`config.mk`:
```
export PLATFORM = sky130hd
export DESIGN_NAME = tx_pattern_drv_ctrl
export DESIGN_NICKNAME = d
export VERILOG_FILES = /design/src/rtl/tx_pattern_drv_ctrl.sv
export SDC_FILE = /design/constraint.sdc
export NUM_CORES = 2
export LEC_CHECK = 0
export ABC_AREA = 1
export BUFFER_PORTS_ARGS = -buffer_cell sky130_fd_sc_hd__buf_2
export CAP_MARGIN = 20
export CORE_AREA = 5 5 304 306
export CTS_CLUSTER_DIAMETER = 60
export DETAILED_ROUTE_END_ITERATION = 6
export DIE_AREA = 0 0 309 311
export PLACE_DENSITY = 0.66
export SLEW_MARGIN = 15
export SYNTH_ARGS = -nofsm -noshare
export SYNTH_HDL_FRONTEND = slang
export SYNTH_SLANG_ARGS = --single-unit
```
`constraint.sdc`:
```
create_clock -name clk -period 21 [get_ports clk]
set_clock_uncertainty 0.05 [all_clocks]
set_input_delay 1.05 -clock clk [delete_from_list [all_inputs] [get_ports clk]]
set_output_delay 1.05 -clock clk [all_outputs]
set_load 0.03 [all_outputs]
```
`src/rtl/tx_pattern_drv_ctrl.sv`:
```
// TX pattern source (per-lane seedable LFSRs, fixed/clock/inverted-PRBS words) plus driver-strength code control.
// Optional build macro TX_DRV_RAMP_EN: slew-ramp the N/P codes one step per RAMP_DIV cycles instead of jumping.
module tx_pattern_drv_ctrl #(
    parameter int WIDTH    = 16,
    parameter int PRBS_LEN = 32,
    parameter int NSLICE   = 40,
    parameter int RAMP_DIV = 4,
    localparam int CODE_W  = $clog2(NSLICE + 1),
    localparam int SIDX_W  = $clog2(WIDTH)
) (
    input  logic                clk,
    input  logic                rst,
    input  logic                run,
    input  logic [1:0]          mode,
    input  logic [PRBS_LEN-1:0] eqn,
    input  logic [WIDTH-1:0]    fixed_pat,
    input  logic                seed_valid,
    output logic                seed_ready,
    input  logic [SIDX_W-1:0]   seed_idx,
    input  logic [PRBS_LEN-1:0] seed_data,
    input  logic                inj_err,
    output logic [WIDTH-1:0]    dout,
    output logic                dout_valid,
    input  logic [CODE_W-1:0]   tgt_n,
    input  logic [CODE_W-1:0]   tgt_p,
    output logic [CODE_W-1:0]   code_n,
    output logic [CODE_W-1:0]   code_p,
    output logic [NSLICE-1:0]   therm_n,
    output logic [NSLICE-1:0]   therm_p,
    output logic                drv_busy
);

    typedef enum logic {ST_IDLE, ST_RUN} state_t;

    state_t                r_state, w_state_nxt;
    logic                  w_gen;
    logic [PRBS_LEN-1:0]   r_lfsr [WIDTH];
    logic [WIDTH-1:0]      w_fb;
    logic [WIDTH-1:0]      w_word;
    logic                  w_step;
    logic                  w_seed_wr;
    logic                  r_inj_q;
    logic                  w_inj_rise;
    logic [WIDTH-1:0]      r_dout;
    logic                  r_dout_valid;
    logic [CODE_W-1:0]     w_tgt_n, w_tgt_p;
    logic [CODE_W-1:0]     r_code_n, r_code_p;
    logic [CODE_W-1:0]     w_code_n_nxt, w_code_p_nxt;
    logic [NSLICE-1:0]     r_therm_n, r_therm_p;

    function automatic logic [CODE_W-1:0] f_clamp(input logic [CODE_W-1:0] t);
        return (int'(t) > NSLICE) ? CODE_W'(NSLICE) : t;
    endfunction

    function automatic logic [NSLICE-1:0] f_therm(input logic [CODE_W-1:0] c);
        logic [NSLICE-1:0] t;
        t = '0;
        for (int unsigned i = 0; i < NSLICE; i++) t[i] = (i < int'(c));
        return t;
    endfunction

    always_ff @(posedge clk or posedge rst) begin
        if (rst) r_state <= ST_IDLE;
        else     r_state <= w_state_nxt;
    end

    always_comb begin
        w_state_nxt = r_state;
        case (r_state)
            ST_IDLE: if (run)  w_state_nxt = ST_RUN;
            ST_RUN:  if (!run) w_state_nxt = ST_IDLE;
            default: w_state_nxt = ST_IDLE;
        endcase
    end

    // Words are produced at the same edge that enters/stays in RUN, so the first word follows run by one cycle.
    always_comb begin
        seed_ready = (r_state == ST_IDLE);
        w_gen      = (w_state_nxt == ST_RUN);
    end

    always_comb begin
        for (int unsigned i = 0; i < WIDTH; i++) w_fb[i] = ^(r_lfsr[i] & eqn);
    end

    always_comb begin
        case (mode)
            2'd0:    w_word = w_fb;
            2'd1:    w_word = fixed_pat;
            2'd2:    w_word = {(WIDTH/2){2'b10}};
            default: w_word = ~w_fb;
        endcase
    end

    assign w_step     = w_gen && ((mode == 2'd0) || (mode == 2'd3));
    assign w_seed_wr  = seed_valid && seed_ready && (int'(seed_idx) < WIDTH);
    assign w_inj_rise = inj_err && !r_inj_q;

    always_ff @(posedge clk or posedge rst) begin
        if (rst) begin
            for (int unsigned i = 0; i < WIDTH; i++) r_lfsr[i] <= '1;
        end else begin
            for (int unsigned i = 0; i < WIDTH; i++) begin
                if (w_seed_wr && (seed_idx == SIDX_W'(i)))
                    r_lfsr[i] <= (seed_data == '0) ? PRBS_LEN'(1) : seed_data;
                else if (w_step)
                    r_lfsr[i] <= {r_lfsr[i][PRBS_LEN-2:0], w_fb[i]};
            end
        end
    end

    always_ff @(posedge clk or posedge rst) begin
        if (rst) begin
            r_inj_q      <= 1'b0;
            r_dout       <= '0;
            r_dout_valid <= 1'b0;
        end else begin
            r_inj_q <= inj_err;
            if (w_gen) begin
                r_dout       <= w_word ^ {{(WIDTH-1){1'b0}}, w_inj_rise};
                r_dout_valid <= 1'b1;
            end else begin
                r_dout       <= '0;
                r_dout_valid <= 1'b0;
            end
        end
    end

    assign w_tgt_n = f_clamp(tgt_n);
    assign w_tgt_p = f_clamp(tgt_p);

`ifdef TX_DRV_RAMP_EN
    localparam int DIV_W = $clog2(RAMP_DIV + 1);
    logic [DIV_W-1:0] r_div;
    logic             w_tick;

    assign w_tick   = (int'(r_div) == RAMP_DIV - 1);
    assign drv_busy = (r_code_n != w_tgt_n) || (r_code_p != w_tgt_p);

    // Shared divider: parked at zero while both codes are settled.
    always_ff @(posedge clk or posedge rst) begin
        if (rst)                   r_div <= '0;
        else if (!drv_busy || w_tick) r_div <= '0;
        else                       r_div <= r_div + 1'b1;
    end

    always_comb begin
        w_code_n_nxt = r_code_n;
        w_code_p_nxt = r_code_p;
        if (w_tick && drv_busy) begin
            if (r_code_n < w_tgt_n)      w_code_n_nxt = r_code_n + 1'b1;
            else if (r_code_n > w_tgt_n) w_code_n_nxt = r_code_n - 1'b1;
            if (r_code_p < w_tgt_p)      w_code_p_nxt = r_code_p + 1'b1;
            else if (r_code_p > w_tgt_p) w_code_p_nxt = r_code_p - 1'b1;
        end
    end
`else
    assign drv_busy = 1'b0;

    always_comb begin
        w_code_n_nxt = w_tgt_n;
        w_code_p_nxt = w_tgt_p;
    end
`endif

    always_ff @(posedge clk or posedge rst) begin
        if (rst) begin
            r_code_n  <= '0;
            r_code_p  <= '0;
            r_therm_n <= '0;
            r_therm_p <= '0;
        end else begin
            r_code_n  <= w_code_n_nxt;
            r_code_p  <= w_code_p_nxt;
            r_therm_n <= f_therm(w_code_n_nxt);
            r_therm_p <= f_therm(w_code_p_nxt);
        end
    end

    assign dout       = r_dout;
    assign dout_valid = r_dout_valid;
    assign code_n     = r_code_n;
    assign code_p     = r_code_p;
    assign therm_n    = r_therm_n;
    assign therm_p    = r_therm_p;

endmodule

```
==> results.json <==
{
  "status": "finished clean",
  "core_um2": 89300,
  "pwr-share-clk_pct": 24.1,
  "fillers": 8653,
  "hold_violations": 0,
  "grt_pass1_vias": 29000,
  "crit_path_max_incr_delay_ns": 0.72,
  "async_flop_share_pct": 100,
  "arrival_ns": 4.67,
  "worst-path-buf-inv": 5,
  "met3_length_mm": 15.3,
  "hp-start": "r_lfsr[319]$_DFFE_PP1P_",
  "wl_met2_mm": 51.1,
  "min_path_cells": 2,
  "postCtsResizedCells": 0,
  "final.setup.worst_slack_ns": 16.81,
  "ioPinCount": 214,
  "end_kind": "register",
  "clk_path_buf_depth": 3,
  "critPathKind": "in -> reg",
  "ant_nets": 0,
  "slowest_stage": "nand2_1",
  "worstPathMaxFanout": 44,
  "cap_violations": 0,
  "finalCritPeriodShare_pct": 19.9,
  "initial_core_util_pct": 39.7,
  "num_rows": 110,
  "yosys_warnings": 0,
  "htree_levels": 3,
  "ff_latch_area_um2": 16200,
  "synth_enable_flop_cells": 0,
  "clkLatencyLatePin_ns": 0.63,
  "postCtsHoldBufs": 0,
  "finalMaxSlewViolations": 0,
  "setup_violations": 0,
  "syn_area_um2": 35500,
  "synth-seq-cells": 620,
  "hold_end": "r_lfsr[319]$_DFFE_PP1P_",
  "clk_pin_slew_worst_paths_ns": 0.06,
  "ys_seq_area_share_pct": 45.6,
  "utilization_pct": 44.3,
  "internal_power_mw": 3.34,
  "netlist_top_cells_count": "nand2_1, dfstp_2, o221ai_1, inv_1, xnor2_1",
  "final_nets": 4290,
  "grt_pass1_wl_mm": 179,
  "critPathRequiredTime_ns": 21.49,
  "topRoutingLayerUsed": "met5",
  "grt_usage_pct": 24.3,
  "cts_tree": "built",
  "syn_nets": 4197,
  "rsz0062_at_grt": "false",
  "dieArea_um2": 96100,
  "r2r-end": "r_lfsr[192]$_DFFE_PP1P_",
  "multi_input_area_um2": 16200,
  "yosys-top-cells-area": "dfstp_2, nand2_1, o221ai_1, dfrtp_1, xnor2_1",
  "hold_class": "reg -> reg",
  "p_switching_mw": 2.13,
  "r2r-start": "dout_valid$_DFF_PP0_",
  "ys_types": 34,
  "first_pass_iters": 6,
  "gp_congestion": 0.840,
  "synth.largest_area_cell": "dfstp_2",
  "area_delta_synth_final_pct": 11.6,
  "wl_mm": 121,
  "pwr-share-seq_pct": 36.5,
  "synth_cells": 4090,
  "fin_tns_setup_ns": 0,
  "p_comb_share_pct": 39.3,
  "cp-start-kind": "input port",
  "synth_ff_type": "dfstp_2",
  "antenna_found_initial": 7,
  "fp.dieH_um": 311,
  "syn_avg_cell_area_um2": 8.67,
  "yosysMostFrequentCell": "nand2_1",
  "wire_per_inst_um": 22.3,
  "viasPerCell": 5.68,
  "drive_gt1_share_pct": 24.1,
  "peakVddDrop_uv": 76.8,
  "critical-path-top-delay-family": "buffers and inverters",
  "relSlewSlack_pct": 30.1,
  "die_w_um": 309,
  "min_period_ns": 4.19,
  "dpl.hpwl_mm": 70.7,
  "dp_slack_ns": 16.25,
  "clock-root-buffer": "clkbuf_16",
  "cts.sinks": 620,
  "synth_top_area_share_pct": 37.9,
  "drc": 0,
  "power.leakage_nw": 16.2,
  "switching_share_pct": 39.0,
  "vias": 30800,
  "initialDrtViolationCount": 3859,
  "cts_setup_buffers": 0,
  "total_power_mw": 5.47,
  "pwr_density_cell_nw_per_um2": 138,
  "crit_chain": "buf_2 > inv_1 > ha_1 > nor2_4 > buf_4 > inv_1 > nand2_1 > clkinv_1 > a22oi_1 > nand2_1",
  "grt_max_degree": 132,
  "portBuffers": 212,
  "r2r_slack_ns": 17.34,
  "r2r_cells": 10,
  "cts_inserted_buffers": 75,
  "drt-met1-wl_mm": 50.3,
  "worst_slew_pin_slew_ns": 1.05,
  "overflow": 0,
  "fmax_ghz": 0.239
}
how the worst max path moves through the flow:
stage	endpoint	cells after the start	slack, ns	from
3_5_place_dp	r_lfsr[448]$_DFFE_PP1P_	10	16.25	mode[0]
3_3_place_gp	r_lfsr[288]$_DFFE_PP1P_	10	16.28	mode[0]
5_1_grt	r_lfsr[160]$_DFFE_PP1P_	10	16.67	mode[0]
2_1_floorplan	code_n[0]$_DFF_PP0_	1	3.39	rst
6_report	r_lfsr[352]$_DFFE_PP1P_	10	16.81	mode[0]
4_1_cts	r_lfsr[352]$_DFFE_PP1P_	10	16.93	mode[0]
tightest hold or removal path, stage by stage (launching register included):
cell and delay [ns]:
dfstp_2 0.37, nand2_1 0.05, o211ai_1 0.07
per-layer routing:
metal	global-route usage, %	up-vias
met3	6.44	229
met5	0	-
met4	7.69	6
li1	-	13700
met1	35.3	15100
met2	35.3	1720
layout make-up:
| cell class | count | area share [%] |
|---|---|---|
| Multi-Input combinational cell | 2753 | 40.9 |
| Sequential cell | 620 | 40.8 |
| Clock buffer | 109 | 5.55 |
| Inverter | 463 | 4.41 |
| Timing Repair Buffer | 270 | 3.85 |
| Tap cell | 1176 | 3.72 |
| Clock inverter | 25 | 0.734 |
| Antenna cell | 2 | 0.0127 |
placed cells by master (no fill, tap or decap), types with 3 or more instances in the layout:
| cell type | Yosys | final |
|---|---|---|
| xor2_2 | 14 | 14 |
| ha_1 | 4 | 4 |
| nand2_1 | 1381 | 1381 |
| clkbuf_8 | 0 | 15 |
| clkinv_2 | 0 | 6 |
| inv_2 | 6 | 6 |
| o31ai_1 | 4 | 4 |
| clkinv_1 | 37 | 37 |
| clkbuf_16 | 0 | 77 |
| o211ai_1 | 29 | 29 |
| inv_1 | 420 | 419 |
| a22oi_1 | 16 | 16 |
| o21ai_0 | 34 | 34 |
| buf_2 | 34 | 212 |
| nand2_2 | 41 | 41 |
| buf_4 | 21 | 56 |
| nand3_1 | 177 | 177 |
| o221ai_1 | 466 | 466 |
| xor2_1 | 109 | 109 |
| clkinvlp_4 | 0 | 5 |
| nor4_1 | 3 | 3 |
| clkbuf_1 | 150 | 17 |
| bufinv_16 | 0 | 4 |
| nand4_1 | 8 | 8 |
| nor2_2 | 8 | 8 |
| xnor2_2 | 50 | 50 |
| dfrtp_1 | 108 | 108 |
| clkinv_4 | 0 | 6 |
| nor3_1 | 3 | 3 |
| a21oi_1 | 43 | 43 |
| nor2_1 | 69 | 68 |
| dfstp_2 | 512 | 512 |
| xnor2_1 | 290 | 290 |
power groups by stage:
stage | combinational [mW] | clock (mW) | sequential (mW)
2_1_floorplan | 1.56 | 0 | 1.99
3_3_place_gp | 2.06 | 0 | 2.00
3_5_place_dp | 2.12 | 0 | 2.00
4_1_cts | 2.13 | 1.33 | 1.99
5_1_grt | 2.37 | 1.39 | 2.04
6_report | 2.15 | 1.32 | 2.00
flip-flops by register name, indices dropped and copies added (netlist names):
signal	flops
code_n	5
code_p	5
dout	16
dout_valid	1
r_inj_q	1
r_lfsr	512
therm_n	40
therm_p	40
metrics by stage:
| step | hold WS, ns | std cells | cell area (um^2) |
|---|---|---|---|
| final | 0.453 | 5418 | 39600 |
| after global routing | 0.467 | 5417 | 39600 |
| after CTS | 0.453 | 5415 | 39500 |
| after detailed placement | 0.444 | 5281 | 37000 |
| after global placement | 0.443 | 5281 | 37000 |
| after floorplan | 0.430 | 4090 | 35500 |
kinds of logic after synthesis:
group / count (synthesis) / synth area share (%)
AOI/OAI and AO/OA: 592 / 13.6
other: 1 / 0.0106
buffers and inverters: 717 / 8.84
xor gates and xnor gates: 463 / 12.8
DFF: 620 / 45.6
and+or+nand+nor: 1693 / 19.0
adders and majority gates: 4 / 0.141
Power figures use the tool's default switching activity.
